==> config.mk <==
export PLATFORM = sky130hd
export DESIGN_NAME = hilo_muldiv_ctrl
export DESIGN_NICKNAME = d
export VERILOG_FILES = /design/src/rtl/hilo_muldiv_ctrl.sv
export SDC_FILE = /design/constraint.sdc
export NUM_CORES = 1
export LEC_CHECK = 0
export ABC_CLOCK_PERIOD_IN_PS = 11100
export BUFFER_PORTS_ARGS = -buffer_cell sky130_fd_sc_hd__clkbuf_2
export CAP_MARGIN = 20
export CORE_MARGIN = 3
export CORE_UTILIZATION = 45
export CTS_CLUSTER_DIAMETER = 40
export DETAILED_ROUTE_END_ITERATION = 8
export SYNTH_ARGS = -nofsm -noshare
export SYNTH_HDL_FRONTEND = slang
export SYNTH_SLANG_ARGS = --single-unit
==> constraint.sdc <==
create_clock -name clk -period 11.1 [get_ports clk]
set_input_delay 2.22 -clock clk [delete_from_list [all_inputs] [get_ports clk]]
set_output_delay 2.22 -clock clk [all_outputs]
set_load 0.01 [all_outputs]
==> src/rtl/hilo_muldiv_ctrl.sv <==
// hilo_muldiv_ctrl: iterative 32-step multiply/divide sequencer producing {hi,lo} for EX
// Ports: clk/rst (async active-high); mul_req/div_req/signed_op/src_a/src_b launch an op from EX;
// pipe_stall holds a finished result; cancel aborts; stallreq freezes IF..EX while iterating;
// res_valid/hi_res/lo_res present the result; busy flags a non-idle sequencer.
module hilo_muldiv_ctrl #(
    parameter int          ITER    = 32,
    parameter logic [31:0] DIV0_LO = 32'hFFFF_FFFF
) (
    input  logic        clk,
    input  logic        rst,
    input  logic        mul_req,
    input  logic        div_req,
    input  logic        signed_op,
    input  logic [31:0] src_a,
    input  logic [31:0] src_b,
    input  logic        pipe_stall,
    input  logic        cancel,
    output logic        stallreq,
    output logic        res_valid,
    output logic [31:0] hi_res,
    output logic [31:0] lo_res,
    output logic        busy
);
    localparam int CW = $clog2(ITER);
    typedef enum logic [1:0] {IDLE, MUL, DIV, DONE} state_t;
    state_t state, nxt;
    logic [CW-1:0] cnt;
    logic [63:0] acc, acc_n, fin;
    logic [31:0] op, a_mag, b_mag;
    logic [32:0] sum, cand, diff;
    logic neg_q, neg_r, start, last, iter;
    assign start = mul_req | div_req;
    assign iter  = (state == MUL) || (state == DIV);
    assign last  = cnt == CW'(ITER - 1);
    assign a_mag = (signed_op && src_a[31]) ? -src_a : src_a;
    assign b_mag = (signed_op && src_b[31]) ? -src_b : src_b;
    // mul: acc = {partial high, remaining multiplier bits}; div: acc = {remainder, dividend/quotient}
    always_comb begin
        sum   = {1'b0, acc[63:32]} + (acc[0] ? {1'b0, op} : 33'd0);
        cand  = acc[63:31];
        diff  = cand - {1'b0, op};
        acc_n = (state == MUL) ? {sum, acc[31:1]} :
                diff[32] ? {cand[31:0], acc[30:0], 1'b0} : {diff[31:0], acc[30:0], 1'b1};
        fin   = (state == MUL) ? (neg_q ? -acc_n : acc_n) :
                {neg_r ? -acc_n[63:32] : acc_n[63:32], neg_q ? -acc_n[31:0] : acc_n[31:0]};
    end
    always_ff @(posedge clk or posedge rst)
        if (rst) state <= IDLE;
        else     state <= nxt;
    always_comb
        nxt = cancel ? IDLE :
              (state == IDLE) ? (start ? (mul_req ? MUL : (src_b == 32'd0 ? DONE : DIV)) : IDLE) :
              iter ? (last ? DONE : state) :
              (pipe_stall ? DONE : IDLE);
    always_comb begin
        stallreq  = !cancel && (iter || (state == IDLE && start));
        res_valid = !cancel && (state == DONE);
        busy      = state != IDLE;
    end
    always_ff @(posedge clk or posedge rst)
        if (rst) begin
            cnt    <= '0;
            acc    <= '0;
            op     <= '0;
            neg_q  <= 1'b0;
            neg_r  <= 1'b0;
            hi_res <= '0;
            lo_res <= '0;
        end else if (!cancel) begin
            if (state == IDLE && start) begin
                cnt   <= '0;
                neg_q <= signed_op && (src_a[31] ^ src_b[31]);
                neg_r <= signed_op && src_a[31] && !mul_req;
                op    <= mul_req ? a_mag : b_mag;
                acc   <= {32'd0, mul_req ? b_mag : a_mag};
                // divide-by-zero bypasses iteration and reports the raw dividend as remainder
                if (!mul_req && src_b == 32'd0) begin
                    hi_res <= src_a;
                    lo_res <= DIV0_LO;
                end
            end else if (iter) begin
                cnt <= cnt + 1'b1;
                acc <= acc_n;
                if (last) {hi_res, lo_res} <= fin;
            end
        end
endmodule

# Yosys cells after proc, flatten, opt, wreduce, memory -nomap -nowiden
# Index checks and enable logic that the tools add are counted.
# op_classes
add_sub_neg	8
eq_ne	6
mux	31
n_bitwise	3
n_reduce_logical	20
# ops
op	n
$mux 32	15
$mux 64	6
$neg 32->32	4
$neg 64->64	1
$add 32x32->33	1
$sub 33x32->33	1
$logic_not 32->1	1
$mux 2	7
$mux 5	2
$logic_and 1x1->1	8
$reduce_bool 2->1	3
$add 5x1->5 const B	1
$eq 5x5->1 const B	1
$eq 2x2->1 const B	2
$ne 4x3->1 const B	1
$reduce_and 2->1	2
$reduce_and 4->1	1
$eq 2x1->1 const B	1
$logic_not 1->1	2
$logic_not 2->1	1
$logic_or 1x1->1	2
$ne 2x1->1 const B	1
$mux 1	1
$not 1->1	1
2 further kinds	2
# word_totals
reg_bits	169
input_bits	71
output_inout_bits	67
word_cells	76

# Logic depth before layout (Yosys ltp)
# Gate-level depths: netlist of the first run.
# depth
depth_word	9
depth_mapped	25
ltp_nobuf	23

# Worst setup path after synthesis of the first run
# No wires, ideal clock.
# synth_timing
path_type	flip-flop to flip-flop
from	reg state[1]
to	reg hi_res[22]
setup_time_ns	0.071
t_arrival_ns	5.899
required_ns	11.029
setup_slack_ns	5.130
stages_incl_launch_ff	25
path_buffers	9
synth_period_minus_slack_ns	5.970
cell_sequence	dfrtp_1 inv_1 ha_1 clkbuf_1 clkbuf_1 buf_1 buf_1 clkbuf_1 buf_1 buf_1 clkbuf_1 mux2i_1 ha_1 o21ai_0 nand2b_1 or2_2 clkbuf_1 nor2_1 o311a_1 nand3_1 nor3_1 a21oi_1 o21a_1 o311a_1 nor2_1
# synth_between
elab_chain_len	8
elab_cells_between_ends	18
classes_between	add/sub (2); eq/ne (3); mux (7); reduce/logical (6)
# synth_lines
element	line	source
start: declaration	26	state_t state, nxt;
start signal: assignment	49	else state <= nxt;
$eq 2x1->1	33, 42, 44	
$mux 64	42	acc_n = (state == MUL) ? {sum, acc[31:1]} :
$neg 64->64 or $neg 32->32 (tied branches)	44, 45	
$mux 64 or $mux 32 (tied branches)	44, 45	
$mux 64	44	fin = (state == MUL) ? (neg_q ? -acc_n : acc_n) :
$mux 32	84	if (last) {hi_res, lo_res} <= fin;
$mux 32	81	end else if (iter) begin
$mux 32	70	if (state == IDLE && start) begin
end signal: assignment	78	hi_res <= src_a;
end signal: assignment	84	
end: declaration	20	output logic [31:0] hi_res,
# Several ways; a longest one is shown, not always the timed one. The select of a mux whose other input is x is not followed.
# A chain may end at the register's enable or synchronous reset.

# Worst setup path in the final report of the first run
# layout_timing
from	reg acc[31]
to	reg hi_res[28]
# layout_between
elab_chain_len	9
elab_cells_between_ends	11
classes_between	add/sub (3); mux (8)
# layout_lines
element	line	source
start: declaration	28	logic [63:0] acc, acc_n, fin;
start signal: assignment	75	acc <= {32'd0, mul_req ? b_mag : a_mag};
start signal: assignment	83	acc <= acc_n;
$sub 33x32->33	41	diff = cand - {1'b0, op};
$mux 64	43	diff[32] ? {cand[31:0], acc[30:0], 1'b0} : {diff[31:0], acc[30:0], 1'b1};
$mux 64 *	42	
$neg 64->64 or $neg 32->32 (tied branches)	44, 45	
$mux 64 or $mux 32 (tied branches)	44, 45	
$mux 64 *	44	
$mux 32 *	84	
$mux 32 *	81	
$mux 32 *	70	
# Mark *: on every way between the ends. The rest lies on a longest branch, timed or not. The select of a mux whose other input is x is not followed.

==> results.py, run 1 <==
metrics = {
    "synthesis": {
        "async_reset_ff_frac": 1.00,
        "synth_area_mm2": 0.0156,
        "synth_area_leaders": "dfrtp_1 (27%), o21ai_0 (6.2%), a21oi_1 (6.1%), nand2_1 (5.9%), xnor2_1 (5.9%)",
        "yosysWarnings": 0,
        "ys_seq_elements": 169,
        "yosysTopAreaCell": "dfrtp_1",
        "synth_edf_count": 0,
        "synth_compound_area_frac": 0.271,
        "synth_seq_area_share": 0.271,
        "synth-simple-area-share": 0.221,
        "synth_xor_area_frac": 0.0915,
        "synthAdderAreaFrac": 0.0611,
        "dominantRegCellSynth": "dfrtp_1",
        "synth_top_family_by_area": "compound AO/OA/AOI/OAI gates",
        "yosys.cell_types.count": 79,
        "syn-instance-count": 2053,
        "synth_nets": 2199,
        "syn_avg_cell_area_um2": 7.60,
        "yosys-mux-area-fraction": 0.0361,
        "synth_top_cell_area_share": 0.271,
    },
    "power": {
        "power_frac_comb": 0.711,
        "swShare": 0.543,
        "p_switching_mw": 2.95,
        "clkPwrFrac": 0.113,
        "ir_worst_vdd_uv": 277,
        "p_per_area_mw_per_mm2": 315,
        "internal_power_mw": 2.48,
        "seqPwrFrac": 0.176,
        "p_leak_nw": 7.59,
    },
    "global_routing": {
        "grtUsageTotal": 0.307,
        "grt_max_degree": 125,
        "met1_usage": 0.434,
        "grt-ovfl-total": 0,
        "busiest_layer": "met2",
        "gr-usage-met2": 0.457,
        "grt_pass1_vias": 15103,
        "grt_antenna_before_repair": 0,
        "grt_pass1_wl_um": 87600,
        "use_met3": 0.0454,
    },
    "setup_path": {
        "worstSetupPathType": "reg -> reg",
        "cp_slowest_cell": "a221oi_1",
        "cp-end-kind": "flop",
        "crit_chain": "inv_1, ha_1, inv_1, fa_1, a211oi_1, o211a_1, nor4_4, o21ai_2, and3_1, nor3_1, a21oi_1, ha_1, o21ai_0, nand2b_1, or2_2, nor2_1, o311a_1, nand3_1, nand2b_1, a221oi_1, a21oi_1, xnor2_1, o22ai_1",
        "startpoint_type": "flop",
        "crit_fanout": 7,
        "worst_path_largest_cell_delay_ps": 510,
        "critPathRequiredTime_ps": 11390,
        "cp.arrival_ps": 6670,
    },
    "clock_tree": {
        "htree_num_levels": 4,
        "insertion_delay_ps": 460,
        "post_cts_buffers": 0,
        "clockRootBuffer": "clkbuf_16",
        "cts_hold_buf": 0,
        "cts_resized": 0,
        "cts_tree": "done",
        "cts_buffer_depth": 2,
        "numCtsBuffers": 17,
        "path_clk_slew_ps": 70,
        "cts_sinks": 169,
    },
    "floorplanning": {
        "num_rows": 67,
        "ios": 138,
        "dieArea_mm2": 0.0369,
        "die_y_um": 192,
        "core_area_mm2": 0.0339,
        "start_util": 0.461,
        "die_x_um": 192,
    },
    "detailed_routing": {
        "drtAntennaViolNets": 0,
        "dr.first_iter.drc_count": 1557,
        "dr_total_vias": 16128,
        "routed_wl_um": 56800,
        "wl_per_cell_um": 22.0,
        "firstDrtPassIters": 6,
        "vias_per_cell": 6.26,
        "drc_errors": 0,
    },
    "layout": {
        "seq_area_mm2": 0.00423,
        "multi_input_area_mm2": 0.0107,
        "utilization": 0.509,
        "diodes": 0,
        "instances_no_fill": 2578,
        "syn_to_final_growth_pct": 10.5,
        "final_nets": 2263,
        "n_fill_cell": 3404,
        "layout-drive-gt1-share": 0.111,
    },
    "placed_design": {
        "portBuffers": 137,
        "gp_congestion": 0.979,
        "dp.cells": 2543,
        "dp_hpwl_um": 43100,
    },
    "sta": {
        "max_freq_mhz": 157,
        "worst_pin_slew_ps": 1030,
        "slew_violations": 0,
        "fin_worst_skew_ps": 18.1,
        "rsz0062_at_grt": "no",
        "whs_ps": 481,
        "min_period_over_period": 0.575,
        "setup_viol": 0,
        "hold_violations": 0,
        "finalSetupTns_ps": 0,
        "slew_headroom": 0.313,
        "fin_crit_ps": 6380,
    },
    "hold_path": {
        "min_path_type": "reg -> reg",
    },
    "run": {
        "cap_violations": 0,
    },
    "status": {
        "status": "finished clean",
    },
}
==> cell type report <==
class / count / area share
timing repair buffer: 162 / 0.0526
clock buffer: 17 / 0.0247
inverter: 75 / 0.0166
sequential: 169 / 0.245
multi-input combinational: 1692 / 0.620
clock inverter: 15 / 0.00820
tap: 448 / 0.0325
==> cell usage in the layout, fill, tap and decap left out, types with 25 or more instances in the layout <==
cell type and n:
o211ai_1 33, a31oi_1 25, ha_1 72, xor2_1 58, nor3_1 46, and2_1 44, nand2_1 247, inv_1 72
xnor2_1 105, dfrtp_1 169, a21oi_1 189, mux2i_1 45, nand2b_1 25, o21ai_0 191, clkbuf_2 136, o221ai_1 32
nand3_1 45, nor2_1 184
==> worst max-delay path, delay by kind of cell, from the launching register on <==
| family | cells | cell delay [ps] |
|---|---|---|
| simple gates | 8 | 1880 |
| buf+inv | 2 | 200 |
| fa+ha+maj | 3 | 910 |
| xor+xnor | 1 | 200 |
| flops | 1 | 470 |
| compound gates | 9 | 2560 |
==> synth_stat cells (8+ instances only) <==
| cell | number |
|---|---|
| a211oi_1 | 18 |
| a21boi_0 | 9 |
| a21o_1 | 22 |
| a21oi_1 | 189 |
| a22o_1 | 19 |
| a22oi_1 | 8 |
| a31oi_1 | 26 |
| and2_1 | 44 |
| and3_1 | 22 |
| buf_1 | 8 |
| clkbuf_1 | 100 |
| dfrtp_1 | 169 |
| ha_1 | 73 |
| inv_1 | 73 |
| mux2_2 | 10 |
| mux2i_1 | 45 |
| nand2_1 | 247 |
| nand2b_1 | 25 |
| nand3_1 | 45 |
| nand4_1 | 22 |
| nor2_1 | 190 |
| nor2b_1 | 16 |
| nor3_1 | 46 |
| nor4_1 | 14 |
| o211ai_1 | 33 |
| o21a_1 | 10 |
| o21ai_0 | 192 |
| o221ai_1 | 32 |
| o22ai_1 | 13 |
| o31ai_1 | 22 |
| or3_1 | 12 |
| xnor2_1 | 105 |
| xor2_1 | 58 |
==> per-stage QoR <==
stage          total power, mW  setup WS [ps]  cell area [µm²]
3_3_place_gp              4.69           4720            16600
6_report                  5.43           4720            17200
2_1_floorplan             3.69           4300            15600
4_1_cts                   5.35           4830            17200
5_1_grt                   5.86           4390            17200
3_5_place_dp              4.73           4500            16600
==> path summary, 6_finish.rpt <==
path	startpoint	to	slack, ps	cells after the start
min	hi_res[26]$_DFFE_PP0P_	hi_res[26]$_DFFE_PP0P_	480	2
max reg2reg	acc[31]$_DFFE_PP0P_	hi_res[28]$_DFFE_PP0P_	4720	23
max in group asynchronous	rst	acc[47]$_DFFE_PP0P_	7650	3
min reg2reg	hi_res[26]$_DFFE_PP0P_	hi_res[26]$_DFFE_PP0P_	480	2
max	acc[31]$_DFFE_PP0P_	hi_res[28]$_DFFE_PP0P_	4720	23
min in group asynchronous	rst	lo_res[27]$_DFFE_PP0P_	1980	2
==> flip-flops by register name, summed over array words and instances (netlist names) <==
name / cells
neg_q: 1
state: 2
op: 32
lo_res: 32
hi_res: 32
neg_r: 1
cnt: 5
acc: 64
==> metal layers <==
layer | vias up | wire length [µm]
li1 | 7566 | -
met1 | 7735 | 25200
met2 | 693 | 24400
met3 | 134 | 4320
met4 | 0 | 2860
met5 | - | 0
==> power by group through the flow <==
| stage | combinational (mW) | sequential, mW | clock, mW |
|---|---|---|---|
| 2_1_floorplan | 2.80 | 0.890 | 0 |
| 3_3_place_gp | 3.73 | 0.960 | 0 |
| 3_5_place_dp | 3.76 | 0.964 | 0 |
| 4_1_cts | 3.78 | 0.952 | 0.618 |
| 5_1_grt | 4.24 | 0.977 | 0.649 |
| 6_report | 3.86 | 0.957 | 0.611 |
==> kinds of logic (layout without fill, tap and decap cells) <==
kind of cell / Yosys count / in the layout
buffers and inverters: 192 / 269
AOI/OAI and AO/OA: 671 / 671
and+or+nand+nor: 728 / 728
adders and majority gates: 75 / 75
xor gates and xnor gates: 163 / 163
muxes: 55 / 55
DFF: 169 / 169
Power figures use the tool's default switching activity.
==> run 2: changes to the inputs <==
- ABC_CLOCK_PERIOD_IN_PS: 11100 -> 5900
- clock period: 11.1 -> 5.9 ns (I/O delays scaled with it)
==> results.py, run 2 (synthesis results as in run 1) <==
metrics = {
    "status": {
        "status": "finished clean",
    },
    "layout": {
        "largest_reg_flops": 64,
        "layout_commonest_cell": "nand2_1",
        "seq_area_mm2": 0.00423,
        "stdcell_area_mm2": 0.0175,
        "syn_to_final_growth_pct": 12.5,
        "diodes": 0,
        "multi_input_area_mm2": 0.0107,
        "largest_register": "acc",
        "final_cell_mix": "nand2_1 (247), o21ai_0 (191), a21oi_1 (189)",
        "layout-drive-gt1-share": 0.127,
        "final_nets": 2300,
        "n_fill_cell": 3364,
    },
    "setup_path": {
        "worstSetupPathType": "reg -> reg",
        "crit_fanout": 7,
        "cp.arrival_ps": 5890,
        "crit_buf_inv": 2,
        "cp_top_family": "compound AO/OA/AOI/OAI gates",
        "cp_slowest_cell": "fa_1",
        "rr_startpoint": "acc[31]$_DFFE_PP0P_",
        "critPathRequiredTime_ps": 6200,
        "startpoint_type": "flop",
        "cp-startpoint": "acc[31]$_DFFE_PP0P_",
        "crit_chain": "inv_1, ha_1, inv_1, fa_1, a211oi_2, o211a_1, nor4_4, o21ai_2, and3_1, nor3_1, a21oi_1, ha_1, o21ai_0, nand2b_1, or2_2, nor2_1, o311a_1, nand3_1, nand2b_1, a221oi_1, a21oi_1, xnor2_1, o22ai_1",
        "worst_path_largest_cell_delay_ps": 430,
        "cp-end-kind": "flop",
    },
    "power": {
        "swShare": 0.547,
        "p_switching_mw": 5.91,
        "p_per_area_mw_per_mm2": 616,
        "p_leak_nw": 7.80,
        "ir_worst_vdd_uv": 492,
        "clkPwrFrac": 0.110,
        "power_mw": 10.8,
        "power_frac_comb": 0.724,
        "internal_power_mw": 4.90,
        "seqPwrFrac": 0.166,
    },
    "clock_tree": {
        "post_cts_buffers": 0,
        "htree_num_levels": 4,
        "cts_buffer_depth": 2,
        "numCtsBuffers": 17,
        "cts_tree": "done",
        "cts_resized": 0,
        "insertion_delay_ps": 470,
        "cts_sinks": 169,
        "cts_hold_buf": 0,
        "clockRootBuffer": "clkbuf_16",
        "path_clk_slew_ps": 80,
    },
    "sta": {
        "finalSetupTns_ps": 0,
        "rsz0062_at_grt": "no",
        "fin_crit_ps": 5590,
        "hold_violations": 0,
        "setup_ws_ps": 312,
        "worst_pin_slew_ps": 943,
        "slew_violations": 0,
        "fin_worst_skew_ps": 15.1,
        "max_freq_mhz": 179,
        "whs_ps": 481,
        "min_period_over_period": 0.947,
        "slew_headroom": 0.370,
        "setup_viol": 0,
    },
    "global_routing": {
        "grt_pass1_wl_um": 92900,
        "grt_antenna_before_repair": 0,
        "grt_max_degree": 101,
        "grt-ovfl-total": 0,
        "grt_pass1_vias": 15424,
        "grtUsageTotal": 0.328,
    },
    "detailed_routing": {
        "firstDrtPassIters": 6,
        "vias_per_cell": 6.30,
        "dr.first_iter.drc_count": 1456,
        "routed_wl_um": 61300,
        "drtAntennaViolNets": 0,
        "wl_per_cell_um": 23.5,
        "dr_total_vias": 16463,
        "drc_errors": 0,
    },
    "floorplanning": {
        "core_area_mm2": 0.0339,
        "start_util": 0.461,
        "dieArea_mm2": 0.0369,
        "die_y_um": 192,
        "num_rows": 67,
        "die_x_um": 192,
        "ios": 138,
    },
    "placed_design": {
        "dp_hpwl_um": 46800,
        "portBuffers": 137,
        "pre_cts_ws_ps": 362,
        "placedInstanceArea_mm2": 0.0169,
        "gp_congestion": 1.03,
    },
    "run": {
        "cap_violations": 0,
    },
    "hold_path": {
        "min_from": "hi_res[1]$_DFFE_PP0P_",
        "min_path_type": "reg -> reg",
    },
}
run 2: path summary, 6_finish.rpt:
check | slack, ps | cells past startpoint | to
max | 310 | 23 | hi_res[28]$_DFFE_PP0P_
max reg2reg | 310 | 23 | hi_res[28]$_DFFE_PP0P_
max in group asynchronous | 4000 | 3 | acc[0]$_DFFE_PP0P_
min reg2reg | 480 | 2 | hi_res[1]$_DFFE_PP0P_
min | 480 | 2 | hi_res[1]$_DFFE_PP0P_
min in group asynchronous | 840 | 2 | lo_res[30]$_DFFE_PP0P_
run 2: final cells by class:
| type | count | share of cell area |
|---|---|---|
| clock inverters | 15 | 0.00934 |
| repair buffers | 199 | 0.0676 |
| inverters | 75 | 0.0163 |
| well taps | 448 | 0.0319 |
| clock buffers | 17 | 0.0242 |
| flip-flops and latches | 169 | 0.241 |
| multi-input cells | 1692 | 0.609 |
run 2: power groups by stage:
stage          Combinational (mW)  Clock, mW  Sequential (mW)
5_1_grt                      8.42       1.25             1.83
4_1_cts                      7.58       1.21             1.80
3_5_place_dp                 7.53          0             1.82
3_3_place_gp                 7.53          0             1.80
2_1_floorplan                5.26          0             1.67
6_report                     7.83       1.19             1.79
run 2: layer usage:
metal	part of all wire	vias to the layer above	track usage	wire (µm)
met4	0.033	0	0.116	2040
met1	0.45	8023	0.465	27400
li1	-	7637	-	-
met3	0.076	98	0.0537	4670
met5	0	-	0	0
met2	0.44	705	0.504	27200
run 2: worst min-delay path, delay by kind of cell, from the launching register on:
| family | cells | cell delay [ps] |
|---|---|---|
| and+or+nand+nor | 1 | 50 |
| DFF | 1 | 340 |
| AOI/OAI and AO/OA | 1 | 60 |
run 2: metrics by stage:
| step | util | instances |
|---|---|---|
| global placement | 0.499 | 2582 |
| detailed placement | 0.499 | 2582 |
| floorplan | - | 2053 |
| finish | 0.518 | 2615 |
| global route | 0.518 | 2615 |
| CTS | 0.517 | 2614 |
